[src/rtl/sar_bit_engine.sv]
// Successive-approximation bit-trial engine: walks the DAC code from MSB to LSB,
// keeps each bit according to the comparator, and hands back the final code.
module sar_bit_engine #(
    parameter int N_BITS        = 8,
    parameter int SETTLE_CYCLES = 1
) (
    input  logic              clk,
    input  logic              rst,
    input  logic              adc_resetb,
    input  logic              adc_convert,
    input  logic              comp_out,
    output logic [N_BITS-1:0] dac_code,
    output logic              adc_done,
    output logic [N_BITS-1:0] data_out,
    output logic              data_valid
);

    localparam int                IDX_W    = (N_BITS > 1) ? $clog2(N_BITS) : 1;
    localparam logic [IDX_W-1:0]  IDX_MSB  = IDX_W'(N_BITS - 1);
    localparam logic [3:0]        CNT_LAST = 4'(SETTLE_CYCLES - 1);
    localparam logic [N_BITS-1:0] MSB_ONLY = {1'b1, {(N_BITS-1){1'b0}}};

    typedef enum logic [1:0] {
        IDLE,
        TRIAL,
        DONE
    } state_t;

    state_t            state;
    logic [IDX_W-1:0]  idx;
    logic [3:0]        cnt;
    logic [N_BITS-1:0] trial_code;

    // Code after a decision edge: current bit takes the comparator result,
    // the next lower bit is raised for the following trial.
    always_comb begin
        // NOTE: default assignment first so no path leaves trial_code unassigned (no latch).
        trial_code      = dac_code;
        trial_code[idx] = comp_out;
        if (idx != '0) begin
            trial_code[idx - IDX_W'(1)] = 1'b1;
        end
    end

    // NOTE: all state is updated with non-blocking assignments so every register
    // samples values from before the edge.
    always_ff @(posedge clk or posedge rst) begin
        if (rst) begin
            state      <= IDLE;
            dac_code   <= '0;
            data_out   <= '0;
            data_valid <= 1'b0;
            adc_done   <= 1'b0;
            idx        <= '0;
            cnt        <= '0;
        end else if (!adc_resetb) begin
            // data_out is intentionally kept so the last result stays readable.
            state      <= IDLE;
            dac_code   <= '0;
            data_valid <= 1'b0;
            adc_done   <= 1'b0;
            idx        <= '0;
            cnt        <= '0;
        end else if (!adc_convert) begin
            // Abort or end of conversion: dac_code holds its value until next start/clear.
            state      <= IDLE;
            adc_done   <= 1'b0;
            data_valid <= 1'b0;
        end else begin
            data_valid <= 1'b0;
            case (state)
                IDLE: begin
                    adc_done <= 1'b0;
                    dac_code <= MSB_ONLY;
                    idx      <= IDX_MSB;
                    cnt      <= '0;
                    state    <= TRIAL;
                end
                TRIAL: begin
                    if (cnt != CNT_LAST) begin
                        cnt <= cnt + 4'd1;
                    end else begin
                        dac_code <= trial_code;
                        if (idx != '0) begin
                            idx <= idx - IDX_W'(1);
                            cnt <= '0;
                        end else begin
                            state      <= DONE;
                            adc_done   <= 1'b1;
                            data_valid <= 1'b1;
                            data_out   <= trial_code;
                        end
                    end
                end
                DONE: begin
                    adc_done <= 1'b1;
                end
                default: begin
                    state <= IDLE;
                end
            endcase
        end
    end

endmodule

[config.mk]
export PLATFORM = sky130hd
export DESIGN_NAME = sar_bit_engine
export DESIGN_NICKNAME = d
export VERILOG_FILES = /design/src/rtl/sar_bit_engine.sv
export SDC_FILE = /design/constraint.sdc
export NUM_CORES = 1
export LEC_CHECK = 0
export BUFFER_PORTS_ARGS = -buffer_cell sky130_fd_sc_hd__buf_2
export CAP_MARGIN = 20
export CORE_ASPECT_RATIO = 1.4
export CORE_UTILIZATION = 60
export DETAILED_ROUTE_END_ITERATION = 10
export PLACE_DENSITY = 0.85
export SKIP_LAST_GASP = 1
export SYNTH_ARGS = -nofsm -noshare
export SYNTH_HDL_FRONTEND = slang
export SYNTH_SLANG_ARGS = --single-unit
[constraint.sdc]
create_clock -name clk -period 3.5 [get_ports clk]
set_clock_uncertainty 0.15 [all_clocks]
set_input_delay 0.7 -clock clk [delete_from_list [all_inputs] [get_ports clk]]
set_output_delay 0.7 -clock clk [all_outputs]
set_load 0.02 [all_outputs]
==> results of run 1 <==
## stage by stage
step / std cells / hold WS [ns] / total power, W
2_1_floorplan: 174 / 0.385 / 0.000624
3_3_place_gp: 221 / 0.338 / 0.000691
3_5_place_dp: 221 / 0.348 / 0.000701
4_1_cts: 225 / 0.379 / 0.000834
5_1_grt: 226 / 0.180 / 0.000892
6_report: 226 / 0.163 / 0.000836
## worst paths after layout
path                                              start                      end  slack, ns
min in group clk                data_out[4]$_DFFE_PP0P_  data_out[4]$_DFFE_PP0P_       0.38
max in group asynchronous                           rst       idx[1]$_DFFE_PP0P_       2.61
worst min register to register  data_out[4]$_DFFE_PP0P_  data_out[4]$_DFFE_PP0P_       0.38
worst min-delay path                                rst     adc_done$_DFFE_PP0P_       0.16
worst max-delay path                 idx[0]$_DFFE_PP0P_  data_out[5]$_DFFE_PP0P_       0.86
worst max register to register       idx[0]$_DFFE_PP0P_  data_out[5]$_DFFE_PP0P_       0.86
## cell type report
type	instances	area share, %
inverters	12	2.49
flip-flops and latches	27	37.4
clock buffers	4	1.45
well taps	36	2.49
repair buffers	24	8.03
multi-input cells	123	48.2
## per-layer routing
| metal | wire, um | vias up |
|---|---|---|
| met5 | 0 | - |
| met4 | 58 | 0 |
| met3 | 92 | 5 |
| met2 | 1870 | 29 |
| met1 | 1400 | 658 |
| li1 | - | 668 |
## power breakdown
part / leakage, nW / internal [W] / switching, W
registers: 0.363 / 0.000359 / 0.0000373
logic: 0.477 / 0.000119 / 0.000185
clock network: 0.0150 / 0.0000448 / 0.0000916
total: 0.854 / 0.000522 / 0.000314
## cell usage after synthesis, types with 3 or more instances
cell type / count
nand2_1: 10
a31oi_1: 5
buf_2: 3
nor2_1: 10
nor2b_1: 4
nand3_1: 5
nand2b_1: 3
a31o_2: 3
nor3_1: 5
a21oi_1: 11
nand3b_1: 4
o211ai_1: 4
dfrtp_1: 27
clkbuf_1: 6
mux2i_1: 3
inv_1: 12
o21ai_0: 8
a32o_1: 3
a22o_1: 4
ha_1: 8
## worst max-delay path, stage by stage, from the launching register on
cell     delay, ns
dfrtp_1       0.53
inv_1         0.34
ha_1          0.27
or2b_1        0.34
nor3_4        0.52
mux2_2        0.40
## cells by family after synthesis
group | count (synthesis) | synth area share (%)
and+or+nand+nor | 55 | 18.8
xor gates and xnor gates | 2 | 1.06
buffers and inverters | 24 | 6.65
AOI/OAI and AO/OA | 52 | 22.6
adders and majority gates | 8 | 6.04
DFF | 27 | 40.8
muxes | 6 | 4.08
## flip-flops by register name (all words and copies together) (netlist names)
signal,count
idx,3
state,2
cnt,4
adc_done,1
data_out,8
dac_code,8
data_valid,1
## cells in the final DEF, fill, tap and decap left out, types with 5 or more instances in the layout
cell / count
buf_2: 22
nand2_1: 10
o21ai_0: 8
dfrtp_1: 27
ha_1: 8
nand3_1: 5
nor2_1: 10
a21oi_1: 11
nor3_1: 5
inv_1: 12
a31oi_1: 5
==> flow_summary_export.csv, run 1 <==
group,metric,value,unit
outcome,status,"finished clean",
logic_synthesis,synth-edff-count,0,
placed_design,io_buffer_count,22,
floorplanning,coreArea,2620,sq um
finish,fill_cells,214,
clock_tree,htreeDepth,1,
global_routing,grt_overflow,0,
sta,hold_viol,0,
clock_tree,cts.path.max_buffers,2,
setup_path,required,3.59,ns
global_routing,grt_pass1_wl,5.80,mm
drt,wire_per_inst,15.1,um
placed_design,dpl_cell_area,1750,sq um
drt,drt-total-wl,3.41,mm
sta,finalCriticalPeriod,2.64,ns
finish,multiInputGateArea,871,sq um
power,vdd_drop_max,0.278,mV
global_routing,grt_pass1_vias,1299,
clock_tree,numClockSinks,27,
logic_synthesis,ys_ff_latch,27,
sta,fin_crit_sh,75.4,%
setup_path,cp-start-kind,"flop",
global_routing,grt_max_degree,28,
floorplanning,rows,22,
clock_tree,cts_buffers,3,
logic_synthesis,syn_nets,187,
global_routing,use_met3,2.82,%
sta,setup_viol,0,
floorplanning,dieArea,2980,sq um
sta,worst_pin_slew,0.604,ns
clock_tree,clk_latency,0.33,ns
setup_path,rr_worst_depth,5,
finish,regArea,676,sq um
drt,via_per_inst,6.02,
run,drv_cap,0,
setup_path,crit_arrival,2.73,ns
finish,syn2layout_area_growth,9.14,%
global_routing,globalRouteMet2Util,46.4,%
sta,slew_headroom,59.6,%
logic_synthesis,ys.flop_type,"dfrtp_1",
drt,drt_pass1_iterations,4,
clock_tree,root_buffer,"clkbuf_4",
logic_synthesis,synthDistinctLibCells,49,
floorplanning,ios,23,
floorplanning,fp.dieW,46.4,um
logic_synthesis,synth_top_area_share,40.8,%
power,cellLeakagePower,0.854,nW
logic_synthesis,syn-cell-area,1660,sq um
logic_synthesis,syn_inst,174,
setup_path,path_class,"reg2reg",
logic_synthesis,yosysWarnings,0,
placed_design,dp.final_hpwl,2.49,mm
setup_path,cp_max_fo,14,
finish,fin_nets,204,
sta,drv_slew,0,
clock_tree,cts.repair.resized,0,
drt,ant_nets,0,
logic_synthesis,yosysSeqAreaShare,40.8,%
floorplanning,start_util,63.3,%
clock_tree,cts_tree,"built",
finish,antenna_cells,0,
clock_tree,clkSlewWorstSetupHoldPaths,0.14,ns
sta,grt_setup_unrepaired,"no",
sta,tns,0,ns
worst_hold_path,hold_class,"in2async",
power,powerDensity,462,nW/um^2
setup_path,worst_setup_path_end_kind,"flop",
global_routing,met1_usage,29.8,%
logic_synthesis,synthTopCellsByArea,"dfrtp_1 (41%), ha_1 (6.0%), a21oi_1 (3.3%)",
sta,fmax,379,MHz
drt,drt_iter0_markers,30,
finish,stdcell_area,1810,sq um
global_routing,track_usage,26.2,%
clock_tree,post-cts-setup-buffer-count,0,
logic_synthesis,synth_async_sr_flop_share,100,%
sta,fin_ws,0.862,ns
global_routing,antenna_found_initial,0,
logic_synthesis,synth_top_area_cell,"dfrtp_1",
logic_synthesis,avgSynthCellArea,9.52,sq um
global_routing,top_usage_layer,"met2",
drt,drc,0,
placed_design,gp_congestion,0.855,
finish,drive_gt1_share,19.5,%
clock_tree,cts_hold_buf,0,
finish,final_core_util,69.1,%
drt,vias,1360,
floorplanning,die_h,64.2,um
placed_design,dpl_worst_slack,0.885,ns
Note: power is estimated with default switching activity, not from simulation.
==> run 2: changes to the inputs <==
--- a/config.mk
+++ b/config.mk
@@ -5,12 +5,13 @@
 export SDC_FILE = /design/constraint.sdc
 export NUM_CORES = 1
 export LEC_CHECK = 0
+export ABC_AREA = 1
 export BUFFER_PORTS_ARGS = -buffer_cell sky130_fd_sc_hd__buf_2
 export CAP_MARGIN = 20
 export CORE_ASPECT_RATIO = 1.4
-export CORE_UTILIZATION = 60
+export CORE_UTILIZATION = 51
 export DETAILED_ROUTE_END_ITERATION = 10
-export PLACE_DENSITY = 0.85
+export PLACE_DENSITY = 0.77
 export SKIP_LAST_GASP = 1
 export SYNTH_ARGS = -nofsm -noshare
 export SYNTH_HDL_FRONTEND = slang
==> constraint.sdc (replaced) <==
create_clock -name clk -period 2.41 [get_ports clk]
set_clock_uncertainty 0.15 [all_clocks]
set_input_delay 0.482 -clock clk [delete_from_list [all_inputs] [get_ports clk]]
set_output_delay 0.482 -clock clk [all_outputs]
set_load 0.02 [all_outputs]
==> run 2 against run 1 <==
Against the previous run:
- cell area grew 2.0%
- cell count grew 28%
- clock power grew 100%
- hold slack lost 0.080 ns
- count of clock-buffer cells in the layout shrank 1
- global-route usage shrank 3.4 points
- register-to-register slack lost 0.56 ns
- fmax grew 25%
- first-iteration DRC count grew 13%
- critical path depth grew 4
- sequential power grew 37%
- non-clock buffer count grew 1
- largest power group unchanged
==> flow_summary_export.csv, run 2 <==
group,metric,value,unit
placed_design,gp_congestion,0.826,
floorplanning,coreArea,3120,sq um
sta,drv_slew,0,
run,drv_cap,0,
setup_path,cp_max_fo,12,
sta,grt_setup_unrepaired,"no",
floorplanning,die_h,69.8,um
logic_synthesis,syn_inst,230,
clock_tree,cts.path.max_buffers,2,
setup_path,critPathMostFrequentCell,"nand2_1",
sta,fin_ws,0.301,ns
finish,final_common_cell,"nand2_1",
logic_synthesis,ys.flop_type,"dfrtp_1",
clock_tree,cts_hold_buf,0,
power,powerDensity,640,nW/um^2
logic_synthesis,avgSynthCellArea,7.27,sq um
drt,via_per_inst,5.20,
clock_tree,post-cts-setup-buffer-count,0,
setup_path,crit_family,"simple AND/OR/NAND/NOR gates",
sta,fin_crit_sh,87.5,%
sta,tns,0,ns
drt,ant_nets,0,
finish,fin_nets,265,
finish,stdcell_area,1840,sq um
placed_design,dpl_worst_slack,0.349,ns
clock_tree,htreeDepth,1,
logic_synthesis,yosysSeqAreaShare,40.4,%
finish,layout_common_cells,"nand2_1 (93), dfrtp_1 (27), inv_1 (25)",
sta,worst_pin_slew,0.366,ns
global_routing,grt_overflow,0,
clock_tree,cts.repair.resized,0,
global_routing,antenna_found_initial,0,
logic_synthesis,syn-cell-area,1670,sq um
logic_synthesis,ys_ff_latch,27,
floorplanning,dieArea,3520,sq um
setup_path,worst_setup_path_end_kind,"flop",
setup_path,critPathMaxStageDelay,0.49,ns
floorplanning,ios,23,
placed_design,dpl_cell_area,1800,sq um
clock_tree,clkSlewWorstSetupHoldPaths,0.10,ns
logic_synthesis,synth_top_area_cell,"dfrtp_1",
global_routing,track_usage,22.8,%
power,cellLeakagePower,1.06,nW
setup_path,crit_arrival,2.14,ns
drt,wire_per_inst,12.2,um
sta,slew_headroom,75.6,%
clock_tree,clk_latency,0.28,ns
logic_synthesis,syn_nets,243,
global_routing,grt_max_degree,28,
floorplanning,fp.dieW,50.4,um
clock_tree,cts_tree,"built",
logic_synthesis,synthDistinctLibCells,23,
drt,drt_pass1_iterations,4,
floorplanning,start_util,53.6,%
logic_synthesis,yosysWarnings,0,
outcome,status,"finished clean",
sta,fmax,474,MHz
setup_path,cp-start-kind,"flop",
finish,largestRegisters,"dac_code (8), data_out (8), cnt (4)",
clock_tree,numClockSinks,27,
sta,setup_viol,0,
setup_path,cp_cell_sequence,"inv_1, ha_1, nand2_1, nor2_4, nand2_4, nor2_8, inv_2, nand2_1, nand2_1",
finish,syn2layout_area_growth,10.2,%
sta,finalCriticalPeriod,2.11,ns
drt,drt-total-wl,3.54,mm
worst_hold_path,hold_class,"in2async",
finish,antenna_cells,0,
setup_path,required,2.44,ns
logic_synthesis,synth_top_area_share,40.4,%
logic_synthesis,synth_async_sr_flop_share,100,%
drt,drc,0,
logic_synthesis,synthTopCellsByArea,"dfrtp_1 (40%), nand2_1 (21%), nand3_1 (6.6%)",
floorplanning,rows,24,
placed_design,io_buffer_count,22,
setup_path,critPathBufInv,2,
logic_synthesis,synth-edff-count,0,
sta,worst_hold_slack,0.0823,ns
drt,vias,1507,
setup_path,path_class,"reg2reg",
global_routing,grt_pass1_vias,1430,
setup_path,slowest_stage,"dfrtp_1",
placed_design,dp.final_hpwl,2.67,mm
clock_tree,root_buffer,"clkbuf_8",
finish,final_core_util,59.1,%
clock_tree,cts_buffers,3,
logic_synthesis,yosys-top-cells-count,"nand2_1 (93), dfrtp_1 (27), inv_1 (25), nand3_1 (22), o21ai_0 (12)",
finish,drive_gt1_share,15.1,%
power,vdd_drop_max,0.368,mV
sta,hold_viol,0,
drt,drt_iter0_markers,34,
logic_synthesis,synth.most_common_cell,"nand2_1",
global_routing,grt_pass1_wl,6.08,mm
[run 2: worst paths after layout]
| check | slack (ns) | end | from | cells past startpoint |
|---|---|---|---|---|
| max | 0.30 | data_out[6]$_DFFE_PP0P_ | idx[0]$_DFFE_PP0P_ | 9 |
| min | 0.08 | cnt[3]$_DFFE_PP0P_ | rst | 3 |
| max reg2reg | 0.30 | data_out[6]$_DFFE_PP0P_ | idx[0]$_DFFE_PP0P_ | 9 |
| min reg2reg | 0.34 | data_out[2]$_DFFE_PP0P_ | data_out[2]$_DFFE_PP0P_ | 2 |
| max in group asynchronous | 1.77 | idx[1]$_DFFE_PP0P_ | rst | 3 |
| min in group clk | 0.34 | data_out[2]$_DFFE_PP0P_ | data_out[2]$_DFFE_PP0P_ | 2 |
[run 2: power by group]
part | leakage [nW] | switching, W | total (W) | internal, W
Sequential | 0.368 | 0.0000414 | 0.000542 | 0.000501
Clock | 0.0217 | 0.000156 | 0.000274 | 0.000118
Combinational | 0.666 | 0.000249 | 0.000363 | 0.000114
[run 2: per-layer routing]
layer / routed length (um) / track usage (%) / up-vias / share of wire (%)
met3: 118 / 2.19 / 9 / 3.3
met5: 0 / 0 / - / 0
met4: 102 / 10.8 / 0 / 2.9
met1: 1420 / 24.4 / 696 / 40
met2: 1900 / 42.8 / 38 / 54
li1: - / - / 764 / -
[run 2: area by class of cell]
class	count	area, sq um
multi-input cells	168	837
fillers	327	1280
inverters	27	101
clock buffers	3	41.3
well taps	39	48.8
clock inverters	1	7.51
flip-flops and latches	27	676
repair buffers	25	133
[run 2: logic make-up (layout without fill, tap and decap cells)]
family	Yosys count	in the layout	synth area share, %
buffers and inverters	35	56	9.57
AOI/OAI and AO/OA	17	17	5.61
and+or+nand+nor	142	142	37.9
DFF	27	27	40.4
xor gates and xnor gates	1	1	0.524
adders and majority gates	8	8	5.98
[run 2: through the flow]
stage	cells	total power, W
final	290	0.00118
after global routing	290	0.00124
after CTS	290	0.00118
after detailed placement	286	0.000911
after global placement	286	0.000904
after floorplan	230	0.000825
[run 2: tightest hold or removal path, stage by stage]
cell	delay, ns
buf_2	0.09
inv_1	0.04
buf_4	0.31
==> run 3: changes to the inputs <==
==> config.mk (replaced) <==
export PLATFORM = sky130hd
export DESIGN_NAME = sar_bit_engine
export DESIGN_NICKNAME = d
export VERILOG_FILES = /design/src/rtl/sar_bit_engine.sv
export SDC_FILE = /design/constraint.sdc
export NUM_CORES = 1
export LEC_CHECK = 0
export ABC_AREA = 1
export CAP_MARGIN = 20
export CORE_ASPECT_RATIO = 1.4
export CORE_UTILIZATION = 56
export CTS_CLUSTER_SIZE = 10
export DETAILED_ROUTE_END_ITERATION = 10
export DONT_BUFFER_PORTS = 1
export PLACE_DENSITY = 0.76
export SYNTH_ARGS = -nofsm -noshare
export SYNTH_HDL_FRONTEND = slang
export SYNTH_SLANG_ARGS = --single-unit
==> run 3 against run 2 <==
Against the previous run:
- the flow now finishes with violations (hold timing)
- power down 4.6%
- hold slack worse by 0.093 ns
- core utilization up 1.7 points
- combinational power down 27%
- global-route usage up 0.79 points
- sequential power up 9.8%
- die area down 8.6%
==> flow_summary_export.csv, run 3 (synthesis gave the netlist of run 2 again) <==
group,metric,value,unit
outcome,status,"finished with violations",
outcome,violations,"hold timing",
floorplanning,fp.dieW,48.2,um
run,drv_cap,0,
sta,slew_headroom,76.9,%
setup_path,crit_family,"simple AND/OR/NAND/NOR gates",
drt,vias,1403,
drt,wl_met1,1.39,mm
floorplanning,coreArea,2850,sq um
global_routing,grt_pass1_wl,5.46,mm
global_routing,grt_max_degree,28,
finish,drive_gt1_share,6.99,%
floorplanning,die_h,66.7,um
drt,wl_met2,1.82,mm
global_routing,grt_overflow,0,
placed_design,dp.final_hpwl,2.57,mm
clock_tree,cts_buffers,3,
sta,tns,0,ns
sta,worst_pin_slew,0.346,ns
clock_tree,cts.path.max_buffers,2,
finish,instances_no_fill,266,
finish,fin_nets,243,
power,powerDensity,650,nW/um^2
sta,setup_viol,0,
drt,drc,0,
floorplanning,ios,23,
clock_tree,post-cts-setup-buffer-count,0,
clock_tree,root_buffer,"clkbuf_8",
setup_path,slowest_stage,"dfrtp_1",
global_routing,track_usage,23.6,%
setup_path,cp_cell_sequence,"inv_1, ha_1, nand2_1, nor2_4, nand2_4, nor2_8, inv_2, nand2_1, nand2_1",
finish,fill_cells,273,
sta,worst_hold_slack,-0.0102,ns
sta,hold_viol,20,
setup_path,crit_arrival,2.10,ns
worst_hold_path,hold_class,"in2async",
power,vdd_drop_max,0.315,mV
drt,via_per_inst,5.27,
floorplanning,start_util,58.7,%
drt,highest_layer,"met4",
sta,drv_slew,0,
sta,fin_crit_sh,86.3,%
drt,drt-total-wl,3.37,mm
setup_path,required,2.43,ns
clock_tree,cts_tree,"built",
clock_tree,clkSlewWorstSetupHoldPaths,0.10,ns
setup_path,critPathBufInv,2,
global_routing,antenna_found_initial,0,
finish,largestRegisters,"dac_code (8), data_out (8), cnt (4)",
finish,final_core_util,60.8,%
setup_path,critPathMaxStageDelay,0.49,ns
clock_tree,numClockSinks,27,
global_routing,grt_pass1_vias,1349,
setup_path,r2r_setup_slack,0.33,ns
finish,antenna_cells,0,
floorplanning,dieArea,3210,sq um
sta,finalCriticalPeriod,2.08,ns
power,finalPower,0.00113,W
clock_tree,clk_latency,0.27,ns
drt,dr_wl_met3,84,um
setup_path,worst_setup_path_end_kind,"flop",
drt,wire_per_inst,12.7,um
sta,grt_setup_unrepaired,"no",
setup_path,cp_max_fo,12,
setup_path,critPathMostFrequentCell,"nand2_1",
placed_design,dp.cells,262,
clock_tree,cts_hold_buf,0,
sta,fmax,481,MHz
finish,final_common_cell,"nand2_1",
finish,layout_common_cells,"nand2_1 (93), dfrtp_1 (27), inv_1 (25)",
placed_design,io_buffer_count,0,
power,cellLeakagePower,0.943,nW
setup_path,cp-start-kind,"flop",
drt,ant_nets,0,
floorplanning,rows,23,
drt,drt_iter0_markers,30,
clock_tree,cts.repair.resized,0,
clock_tree,htreeDepth,1,
finish,syn2layout_area_growth,3.52,%
setup_path,path_class,"reg2reg",
drt,drt_pass1_iterations,6,
placed_design,gp_congestion,0.865,
## run 3: changes by cell type in the layout (fill, tap and decap cells not counted), sizes merged
cell	delta
buf	-22
## run 3: final timing paths
check | from | to | depth (start not counted)
worst max-delay path | idx[0]$_DFFE_PP0P_ | data_out[3]$_DFFE_PP0P_ | 9
worst min-delay path | rst | cnt[3]$_DFFE_PP0P_ | 2
worst max register to register | idx[0]$_DFFE_PP0P_ | data_out[3]$_DFFE_PP0P_ | 9
worst min register to register | state[0]$_DFFE_PP0P_ | state[0]$_DFFE_PP0P_ | 2
max in group asynchronous | rst | state[1]$_DFFE_PP0P_ | 2
min in group clk | adc_resetb | cnt[2]$_DFFE_PP0P_ | 2
## run 3: layout make-up
cell class	count	area (sq um)	share of cell area, %
multi-input cells	168	837	48.3
flip-flops and latches	27	676	39.0
inverters	27	101	5.85
well taps	37	46.3	2.67
clock buffers	3	41.3	2.38
repair buffers	3	22.5	1.30
clock inverters	1	7.51	0.434
## run 3: routing by layer
metal / track usage [%] / vias to the layer above
met5: 0 / -
met2: 43.3 / 28
met1: 25.1 / 643
li1: - / 724
met4: 10.1 / 0
met3: 2.44 / 8
## run 3: power breakdown
group          total, W  internal [W]  switching [W]
Clock          0.000264      0.000117       0.000147
Sequential     0.000595      0.000500      0.0000950
Combinational  0.000266     0.0000863       0.000180
Total           0.00113      0.000704       0.000422
## run 3: per-stage QoR
step	setup WS, ns	cell area, sq um
after detailed placement	0.368	1680
after global routing	0.152	1730
after floorplan	0.619	1670
after global placement	0.424	1680
final	0.329	1730
after CTS	0.345	1730
